--- src/rtl/packet_pkg.sv ---
// Shared definitions for the packet arbiter: beat widths and the arbiter FSM
// state encoding.
package packet_pkg;

    localparam int PKT_DATA_W = 64;
    localparam int PKT_BE_W   = 8;

    typedef enum logic {
        IDLE   = 1'b0,
        LOCKED = 1'b1
    } arb_state_e;

endpackage

--- src/rtl/rr_arbiter.sv ---
// Combinational round-robin picker. The search starts at the source after
// last_grant and wraps, so the most recent owner has the lowest priority.
module rr_arbiter
    import packet_pkg::*;
#(
    parameter int NUM_SRC = 2
) (
    input  logic [NUM_SRC-1:0]         iReq,
    input  logic [$clog2(NUM_SRC)-1:0] iLast_grant,
    output logic [$clog2(NUM_SRC)-1:0] oGrant,
    output logic                       oAny
);

    localparam int GW = $clog2(NUM_SRC);
    // One extra bit so last_grant + offset cannot overflow before the wrap.
    localparam logic [GW:0] NUM_W = (GW+1)'(NUM_SRC);

    logic [GW:0] idx;

    // Walk the sources in rotating order and take the first requester.
    always_comb begin
        oGrant = '0;
        oAny   = 1'b0;
        idx    = '0;
        for (int i = 1; i <= NUM_SRC; i++) begin
            idx = {1'b0, iLast_grant} + (GW+1)'(i);
            if (idx >= NUM_W) begin
                idx = idx - NUM_W;
            end
            if (!oAny && iReq[idx[GW-1:0]]) begin
                oAny   = 1'b1;
                oGrant = idx[GW-1:0];
            end
        end
    end

endmodule

--- src/rtl/packet_arbiter.sv ---
// Packet-level arbiter: merges NUM_SRC beat streams into one, locking the
// output to a single source from sop through eop. Beats are registered, so
// each accepted beat appears on the merged stream one cycle later.
// Optional per-source packet counters: define PACKET_ARBITER_STATS_EN.
//
// state  | meaning
// IDLE   | no owner; sop requests are arbitrated and the winner registered
// LOCKED | oGrant owns the output; its beats are accepted until eop
module packet_arbiter
    import packet_pkg::*;
#(
    parameter int NUM_SRC = 2
) (
    input  logic                          iClk,
    input  logic                          iReset,
    input  logic [NUM_SRC-1:0]            iValid,
    input  logic [NUM_SRC*PKT_DATA_W-1:0] iPacket,
    input  logic [NUM_SRC-1:0]            iSop,
    input  logic [NUM_SRC-1:0]            iEop,
    input  logic [NUM_SRC*PKT_BE_W-1:0]   iByte_enable,
    output logic [NUM_SRC-1:0]            oReady,
    output logic                          oValid,
    output logic [PKT_DATA_W-1:0]         oPacket,
    output logic                          oSop,
    output logic                          oEop,
    output logic [PKT_BE_W-1:0]           oByte_enable,
    output logic [$clog2(NUM_SRC)-1:0]    oGrant,
`ifdef PACKET_ARBITER_STATS_EN
    output logic [NUM_SRC*16-1:0]         oPkt_count,
    input  logic                          iClear_stats,
`endif
    output logic                          oBusy
);

    localparam int GW = $clog2(NUM_SRC);
    localparam logic [GW-1:0] LAST_INIT = GW'(NUM_SRC - 1);

    arb_state_e      state_q, state_d;
    logic [GW-1:0]   grant_q, grant_d;
    logic [GW-1:0]   last_q, last_d;
    logic [GW-1:0]   rr_grant;
    logic            rr_any;
    logic [NUM_SRC-1:0] req;
    logic            accept;
    logic            accept_eop;

    logic [PKT_DATA_W-1:0] pkt_arr [NUM_SRC];
    logic [PKT_BE_W-1:0]   be_arr  [NUM_SRC];

    for (genvar n = 0; n < NUM_SRC; n++) begin : g_unpack
        assign pkt_arr[n] = iPacket[n*PKT_DATA_W +: PKT_DATA_W];
        assign be_arr[n]  = iByte_enable[n*PKT_BE_W +: PKT_BE_W];
    end

    // A bare valid without sop is never a request.
    assign req = iValid & iSop;

    rr_arbiter #(.NUM_SRC(NUM_SRC)) u_rr (
        .iReq        (req),
        .iLast_grant (last_q),
        .oGrant      (rr_grant),
        .oAny        (rr_any)
    );

    assign accept     = (state_q == LOCKED) && iValid[grant_q];
    assign accept_eop = accept && iEop[grant_q];
    assign oGrant     = grant_q;
    assign oBusy      = (state_q == LOCKED);

    // Ready comes only from registered state so no path exists from iValid.
    always_comb begin
        oReady = '0;
        if (state_q == LOCKED) begin
            oReady[grant_q] = 1'b1;
        end
    end

    // Next-state: lock on a won request, release after the eop beat.
    always_comb begin
        state_d = state_q;
        grant_d = grant_q;
        last_d  = last_q;
        case (state_q)
            IDLE: begin
                if (rr_any) begin
                    grant_d = rr_grant;
                    state_d = LOCKED;
                end
            end
            LOCKED: begin
                if (accept_eop) begin
                    last_d  = grant_q;
                    state_d = IDLE;
                end
            end
            default: state_d = IDLE;
        endcase
    end

    // FSM and grant registers; last_grant resets so source 0 wins first.
    always_ff @(posedge iClk or posedge iReset) begin
        if (iReset) begin
            state_q <= IDLE;
            grant_q <= '0;
            last_q  <= LAST_INIT;
        end else begin
            state_q <= state_d;
            grant_q <= grant_d;
            last_q  <= last_d;
        end
    end

    // Output beat register: strobes pulse per accepted beat, payload holds.
    always_ff @(posedge iClk or posedge iReset) begin
        if (iReset) begin
            oValid       <= 1'b0;
            oSop         <= 1'b0;
            oEop         <= 1'b0;
            oPacket      <= '0;
            oByte_enable <= '0;
        end else begin
            oValid <= accept;
            oSop   <= accept && iSop[grant_q];
            oEop   <= accept_eop;
            if (accept) begin
                oPacket      <= pkt_arr[grant_q];
                oByte_enable <= be_arr[grant_q];
            end
        end
    end

`ifdef PACKET_ARBITER_STATS_EN
    logic [15:0] cnt_q [NUM_SRC];

    // Completed-packet counters; clear takes priority over a same-cycle eop.
    always_ff @(posedge iClk or posedge iReset) begin
        if (iReset) begin
            for (int n = 0; n < NUM_SRC; n++) begin
                cnt_q[n] <= '0;
            end
        end else if (iClear_stats) begin
            for (int n = 0; n < NUM_SRC; n++) begin
                cnt_q[n] <= '0;
            end
        end else if (accept_eop) begin
            cnt_q[grant_q] <= cnt_q[grant_q] + 16'd1;
        end
    end

    for (genvar n = 0; n < NUM_SRC; n++) begin : g_cnt
        assign oPkt_count[n*16 +: 16] = cnt_q[n];
    end
`endif

endmodule

--- config.mk ---
export PLATFORM = sky130hd
export DESIGN_NAME = packet_arbiter
export DESIGN_NICKNAME = d
export VERILOG_FILES = /design/src/rtl/packet_pkg.sv /design/src/rtl/rr_arbiter.sv /design/src/rtl/packet_arbiter.sv
export SDC_FILE = /design/constraint.sdc
export NUM_CORES = 1
export LEC_CHECK = 0
export CORE_ASPECT_RATIO = 0.75
export CORE_UTILIZATION = 38
export DETAILED_ROUTE_END_ITERATION = 10
export PLACE_DENSITY = 0.82
export SETUP_SLACK_MARGIN = 0.02
export SYNTH_ARGS = -nofsm -noshare
export SYNTH_HDL_FRONTEND = slang
export SYNTH_HIERARCHICAL = 1
export SYNTH_SLANG_ARGS = --single-unit
--- constraint.sdc ---
create_clock -name iClk -period 3 [get_ports iClk]
set_input_delay 0.3 -clock iClk [delete_from_list [all_inputs] [get_ports iClk]]
set_output_delay 0.3 -clock iClk [all_outputs]
set_load 0.01 [all_outputs]
=== Yosys cells after proc, flatten, opt, wreduce, memory -nomap -nowiden ===
Cells that the tools add are included.

* Flip-flop bits (word level): 78
* Bits in latches: 0
* Memory bits (writable): 0
* ROM bits: 0
* Input port bits: 152
* Output and inout port bits: 79
* Memories kept: 0

* Add/subtract/negate cells: 4
* $mul: 0
* Div/mod/pow operators: 0
* $lt $le $gt $ge: 7
* Equality and inequality tests: 0
* Shifts and indexed selects: 0
* Muxes and demuxes: 28
* Bitwise logic cells: 3
* Reductions and logical operators: 8

{| class="wikitable"
|+ Operators by type and width
! cell !! number
|-
| $mux 64 || 3
|-
| $mux 8 || 3
|-
| $mux 1 || 19
|-
| $ge 2x2->1 const B || 3
|-
| $lt 1x2->1 const B || 3
|-
| $logic_and 1x1->1 || 5
|-
| $reduce_and 2->1 || 2
|-
| $add 1x1->2 const B || 1
|-
| $add 1x2->2 const B || 1
|-
| $and 2x2->2 || 1
|-
| $mux 2 || 1
|-
| $not 1->2 || 1
|-
| $pmux 1 s2 || 1
|-
| $sub 1x1->1 const B || 2
|-
| $demux 1 s1 || 1
|-
| $ge 1x1->1 const B || 1
|-
| $logic_not 1->1 || 1
|-
| $not 1->1 || 1
|}

=== Longest topological paths before layout ===
Gate-level depths: netlist of the first run.

* Depth in word-level cells: 11
* Depth in mapped cells: 6

=== Modules after synthesis ===
Netlist of the first run, hierarchy kept.

{| class="wikitable"
|+ By module, submodules not included
! module !! times used !! cells each !! area each (um2) !! sequential area each (um2)
|-
| packet_arbiter || 1 || 355 || 3822.4 || 1953.1
|-
| rr_arbiter || 1 || 2 || 13.8 || 0.0
|}

=== Least setup slack after synthesis of the first run ===
OpenSTA, ideal clock, no wires.

* Path type: reg-to-output
* Start point: register state_q (netlist: oBusy)
* End point: output oReady[0]
* Arrival time: 1.283 ns
* Required time: 2.700 ns
* Slack: 1.417 ns
* Cell stages (with the launch flop): 5
* Path through: dfrtp_1 clkbuf_1 buf_2 clkbuf_1 nor2b_1

* Longest elaborated chain between the ends: 1

{| class="wikitable"
|+ RTL lines
! element !! RTL line !! source
|-
| start: declaration || packet_arbiter.sv:38 || <nowiki>arb_state_e state_q, state_d;</nowiki>
|-
| start signal: assignment || packet_arbiter.sv:107 || <nowiki>state_q <= state_d;</nowiki>
|-
| $mux 2 || packet_arbiter.sv:73 || <nowiki>if (state_q == LOCKED) begin</nowiki>
|-
| end: declaration || packet_arbiter.sv:21 || <nowiki>output logic [NUM_SRC-1:0] oReady,</nowiki>
|}

Every way passes these cells.

=== Worst setup path after layout of the first run ===
* Start point: register grant_q (netlist: oGrant)
* End point: output oReady[1]

* Longest elaborated chain between the ends: 5

{| class="wikitable"
|+ RTL lines
! element !! RTL line !! source
|-
| start: declaration || packet_arbiter.sv:39 || <nowiki>logic [GW-1:0] grant_q, grant_d;</nowiki>
|-
| start signal: assignment || packet_arbiter.sv:108 || <nowiki>grant_q <= grant_d;</nowiki>
|-
| $lt 1x2->1 (implied by the code) / $ge 1x1->1 (equally long branches) || packet_arbiter.sv:74 || <nowiki>oReady[grant_q] = 1'b1;</nowiki>
|-
| $logic_and 1x1->1 (implied by the code) || packet_arbiter.sv:74 ||
|-
| $mux 1 (implied by the code) || packet_arbiter.sv:74 ||
|-
| $demux 1 s1 * || packet_arbiter.sv:74 ||
|-
| $mux 2 * || packet_arbiter.sv:73 ||
|}

Mark *: on every way between the ends. The rest lies on a longest branch, timed or not.

==> impl_metrics.json, run 1 <==
{
  "status": "completed",
  "crit_buf_inv": 2,
  "setup_violations": 0,
  "synth.most_common_cell": "dfrtp_1",
  "max_cap_violations": 0,
  "diodes": 0,
  "final-hold-violation-count": 0,
  "drt_iter0_drc": 173,
  "syn-cell-area_um2": 3840,
  "clk_latency_ns": 0.32,
  "p_leak_nw": 2.52,
  "fin_crit_ns": 2.39,
  "power_mw": 6.17,
  "drc_errors": 0,
  "synthCells": 357,
  "start_util_pct": 39.4,
  "worstPathArrival_ns": 2.09,
  "cts_htree_levels": 3,
  "viasPerCell": 5.16,
  "ys_seq_area_share_pct": 50.9,
  "ant_nets": 0,
  "grt-ovfl-total": 0,
  "synth.avg_cell_area_um2": 10.7,
  "syn_nets": 509,
  "start_kind": "register",
  "setup_tns_ns": 0,
  "worst-path-max-fanout": 23,
  "grt_pass1_vias": 3467,
  "critPathTopFamily": "buffers and inverters",
  "required_ns": 2.70,
  "power.density_nw_per_um2": 945,
  "die_area_um2": 10500,
  "grt_pass1_wl_mm": 16.9,
  "drive_gt1_share_pct": 5.44,
  "netlist_top_cells_count": "dfrtp_1, mux2i_1, a21oi_1, a31oi_1, clkbuf_1",
  "area_growth_syn_to_layout_pct": 70.3,
  "worstSetupPathType": "reg2out",
  "routed_wl_mm": 11.3,
  "holdBufCountCts": 0,
  "coreArea_um2": 9740,
  "drt_first_pass_iters": 6,
  "wl_per_cell_um": 16.0,
  "synth.top_cell.area_share_pct": 50.2,
  "async_reset_ff_share_pct": 100,
  "post_cts_buffers": 0,
  "grt_start_max_net_pins": 66,
  "gp_congestion": 0.775,
  "via_count": 3620,
  "cp_cell_sequence": "buf_4 > and2_1 > clkdlybuf4s50_1",
  "port_buffers": 230,
  "antenna_found_initial": 0,
  "yosys.area.top_type": "dfrtp_1",
  "ys_warn_count": 6,
  "dpl_cell_area_um2": 6190,
  "instances_no_fill": 702,
  "grt_setup_unrepaired": "false",
  "dp_cells": 686,
  "tritoncts": "yes",
  "min_period_over_period_pct": 79.7,
  "io_pins": 231,
  "clock.fmax_ghz": 0.418,
  "critPathMaxStageDelay_ns": 0.68,
  "synth_edf_count": 0,
  "dpl.hpwl_mm": 8.39,
  "drv_slew": 0,
  "cts_resized": 0,
  "clock-sinks": 78,
  "setup.worst_path.end_class": "output pin",
  "grt.total_usage_pct": 20.6,
  "clkTransAtPathRegs_ns": 0.06,
  "synthFlopType": "dfrtp_1",
  "synth_area_leaders": "dfrtp_1, mux2i_1, a31oi_1",
  "finalClockSkew_ns": 0.00547,
  "nets": 717,
  "whs_ns": 0.506,
  "peakVddDrop_uv": 528,
  "min_path_type": "in2async",
  "slowest_stage": "dfrtp_4",
  "clockRootBuffer": "clkbuf_16",
  "design_area_um2": 6530,
  "clockBufferDepth": 2,
  "die_w_um": 118,
  "tightest_slew_ns": 0.975,
  "die-height_um": 89.0,
  "rows": 31,
  "slew_headroom_pct": 35.0,
  "numCtsBuffers": 9,
  "ys_seq_elements": 78,
  "ys_types": 21
}
[final timing paths]
path	from	end	slack (ns)	cells past startpoint
min in group iClk	last_q$_DFFE_PP1P_	last_q$_DFFE_PP1P_	0.54	2
max reg2reg	oGrant$_DFFE_PP0P_	oPacket[6]$_DFFE_PP0P_	1.05	4
max in group asynchronous	iReset	oBusy$_DFF_PP0_	1.83	2
min	iReset	oPacket[30]$_DFFE_PP0P_	0.51	2
min reg2reg	last_q$_DFFE_PP1P_	last_q$_DFFE_PP1P_	0.54	2
max	oGrant$_DFFE_PP0P_	oReady[1]	0.61	3
[metrics by stage]
| stage | utilization, % | setup slack, ns |
|---|---|---|
| 5_1_grt | 67.1 | 0.527 |
| 2_1_floorplan | - | 0.707 |
| 6_report | 67.1 | 0.610 |
| 3_3_place_gp | 63.6 | 0.968 |
| 3_5_place_dp | 63.6 | 0.936 |
| 4_1_cts | 67.1 | 0.585 |
[final cells by class]
class / instances / area, um2
inverter: 2 / 8.76
clock inverter: 6 / 110
fill: 780 / 3200
clock buffer: 10 / 229
sequential: 78 / 1960
timing repair buffer: 239 / 2390
tap: 132 / 165
multi-input combinational: 235 / 1660
[flip-flops by register name (all words and copies together) (netlist names)]
| register | cells |
|---|---|
| oByte_enable | 8 |
| oEop | 1 |
| oBusy | 1 |
| oGrant | 1 |
| oValid | 1 |
| oSop | 1 |
| last_q | 1 |
| oPacket | 64 |
[report_power, final]
part,switching (mW),internal [mW]
registers,0.432,1.57
logic,1.33,1.63
clock network,0.402,0.811
total,2.16,4.01
[cell usage in the layout, fill, tap and decap left out, types with 3 or more instances in the layout]
| master | netlist | layout |
|---|---|---|
| clkdlybuf4s50_1 | 0 | 230 |
| buf_4 | 5 | 7 |
| dfrtp_1 | 77 | 75 |
| mux2i_1 | 74 | 74 |
| a31oi_1 | 73 | 73 |
| nor2_1 | 3 | 3 |
| clkbuf_16 | 0 | 9 |
| and2_1 | 3 | 3 |
| a21oi_1 | 73 | 73 |
| bufinv_16 | 0 | 3 |
[layer usage]
layer	global-route usage, %	vias up	part of all wire [%]
li1	-	1766	-
met1	22.7	1700	40
met3	7.08	7	8.1
met5	0	-	0
met2	39.1	147	52
met4	4.78	0	0.62
[logic make-up after synthesis]
kind of cell	after synthesis	synth area share [%]
buffers and inverters	44	5.74
flip-flops	78	50.9
AND/OR/NAND/NOR	11	1.50
multiplexers	76	20.0
AO/OA/AOI/OAI	148	21.9
(Power assumes the default switching activity.)
==> run 2, diff against run 1 <==
Clock period 3 ns to 2.4 ns, I/O delays scaled along.
==> run 2 against run 1 <==
  * Utilization is 0.21 points higher
  * Global-route usage decreased by 0.16 points
  * Worst setup slack got worse by 0.13 ns
  * Clock power grew 35%
  * Sequential share of layout area fell by 0.092 points
  * Sequential power increased by 19%
  * Worst hold slack lost 0.25 ns
  * Non-clock buffer count unchanged
  * Sequential cell count unchanged
  * Count of clock-buffer cells in the layout unchanged
==> impl_metrics.json, run 2 (synthesized netlist as in run 1, its figures left out) <==
{
  "routed_wl_mm": 10.9,
  "post_cts_buffers": 0,
  "min_period_over_period_pct": 80.0,
  "clock.fmax_ghz": 0.521,
  "grt-ovfl-total": 0,
  "start_util_pct": 39.4,
  "antenna_found_initial": 0,
  "grt_pass1_wl_mm": 16.9,
  "gp_congestion": 0.759,
  "setup.worst_path.end_class": "output pin",
  "worstSetupPathType": "reg2out",
  "clockBufferDepth": 2,
  "layout_common_cells": "clkdlybuf4s50_1, dfrtp_1, mux2i_1",
  "clkTransAtPathRegs_ns": 0.06,
  "nets": 717,
  "clk_latency_ns": 0.32,
  "status": "completed",
  "grt.total_usage_pct": 20.5,
  "p_leak_nw": 2.54,
  "cts_htree_levels": 3,
  "setup_violations": 0,
  "cts_resized": 0,
  "power.density_nw_per_um2": 1190,
  "rrSetupSlack_ns": 0.58,
  "dpl.hpwl_mm": 8.21,
  "grt_pass1_vias": 3439,
  "r2r_start": "oGrant$_DFFE_PP0P_",
  "io_pins": 231,
  "tritoncts": "yes",
  "port_buffers": 230,
  "required_ns": 2.16,
  "drive_gt1_share_pct": 5.28,
  "grt_start_max_net_pins": 97,
  "largest_register_ffs": 64,
  "worst-path-max-fanout": 22,
  "clock-sinks": 78,
  "start_kind": "register",
  "holdBufCountCts": 0,
  "wl_per_cell_um": 15.6,
  "layout_commonest_cell": "clkdlybuf4s50_1",
  "finalClockSkew_ns": 0.00986,
  "slew_headroom_pct": 65.4,
  "rr_worst_depth": 4,
  "setup_tns_ns": 0,
  "largest_registers": "oPacket (64), oByte_enable (8)",
  "die_w_um": 118,
  "worstPathArrival_ns": 1.68,
  "numCtsBuffers": 9,
  "final-hold-violation-count": 0,
  "max_cap_violations": 0,
  "peakVddDrop_uv": 585,
  "die-height_um": 89.0,
  "viasPerCell": 5.18,
  "postLayoutCoreUtil_pct": 67.3,
  "power_mw": 7.82,
  "fin_crit_ns": 1.92,
  "timing.rr.end": "oBusy$_DFF_PP0_",
  "min_path_type": "in2async",
  "top_register": "oPacket",
  "clockRootBuffer": "clkbuf_16",
  "coreArea_um2": 9740,
  "rows": 31,
  "drt_iter0_drc": 202,
  "die_area_um2": 10500,
  "ant_nets": 0,
  "area_growth_syn_to_layout_pct": 70.8,
  "diodes": 0,
  "drc_errors": 0,
  "grt_setup_unrepaired": "false",
  "drt_first_pass_iters": 5,
  "via_count": 3625,
  "drv_slew": 0,
  "tightest_slew_ns": 0.519
}
## run 2: worst max-delay path, cell delays in order, from the launching register on
cell,delay [ns]
dfrtp_4,0.63
and2_1,0.18
clkdlybuf4s50_1,0.54
## run 2: area by class of cell
| class | instances | area, um2 |
|---|---|---|
| fill | 768 | 3180 |
| inverter | 2 | 8.76 |
| tap | 132 | 165 |
| timing repair buffer | 239 | 2390 |
| clock buffer | 10 | 239 |
| sequential | 78 | 1960 |
| multi-input combinational | 235 | 1660 |
| clock inverter | 4 | 120 |
## run 2: through the flow
step / instance area (um2) / cells / hold slack (ns) / worst slack, ns
floorplan: 3840 / 357 / 0.393 / 0.167
global placement: 6190 / 686 / 0.526 / 0.599
detailed placement: 6190 / 686 / 0.535 / 0.561
CTS: 6550 / 700 / 0.266 / 0.461
global route: 6550 / 700 / 0.283 / 0.419
finish: 6550 / 700 / 0.256 / 0.480
## run 2: how the worst max path moves through the flow
| stage | from | end | slack, ns | cells after the start |
|---|---|---|---|---|
| 2_1_floorplan | iReset | oBusy$_DFF_PP0_ | 0.17 | 1 |
| 3_5_place_dp | iValid[1] | oBusy$_DFF_PP0_ | 0.56 | 5 |
| 5_1_grt | oGrant$_DFFE_PP0P_ | oReady[1] | 0.42 | 2 |
| 6_report | oGrant$_DFFE_PP0P_ | oReady[1] | 0.48 | 2 |
| 3_3_place_gp | iValid[0] | oBusy$_DFF_PP0_ | 0.60 | 5 |
| 4_1_cts | oGrant$_DFFE_PP0P_ | oReady[1] | 0.46 | 2 |
## run 2: power breakdown
part	switching [mW]	internal [mW]	total, mW
combinational	1.77	2.04	3.81
sequential	0.409	1.96	2.37
clock	0.494	1.14	1.63
## run 2: layer usage
metal | up-vias | part of all wire (%) | track usage (%)
li1 | 1762 | - | -
met1 | 1692 | 40 | 23.6
met2 | 161 | 50 | 37.1
met3 | 10 | 8.2 | 6.82
met4 | 0 | 1.2 | 5.48
met5 | - | 0 | 0
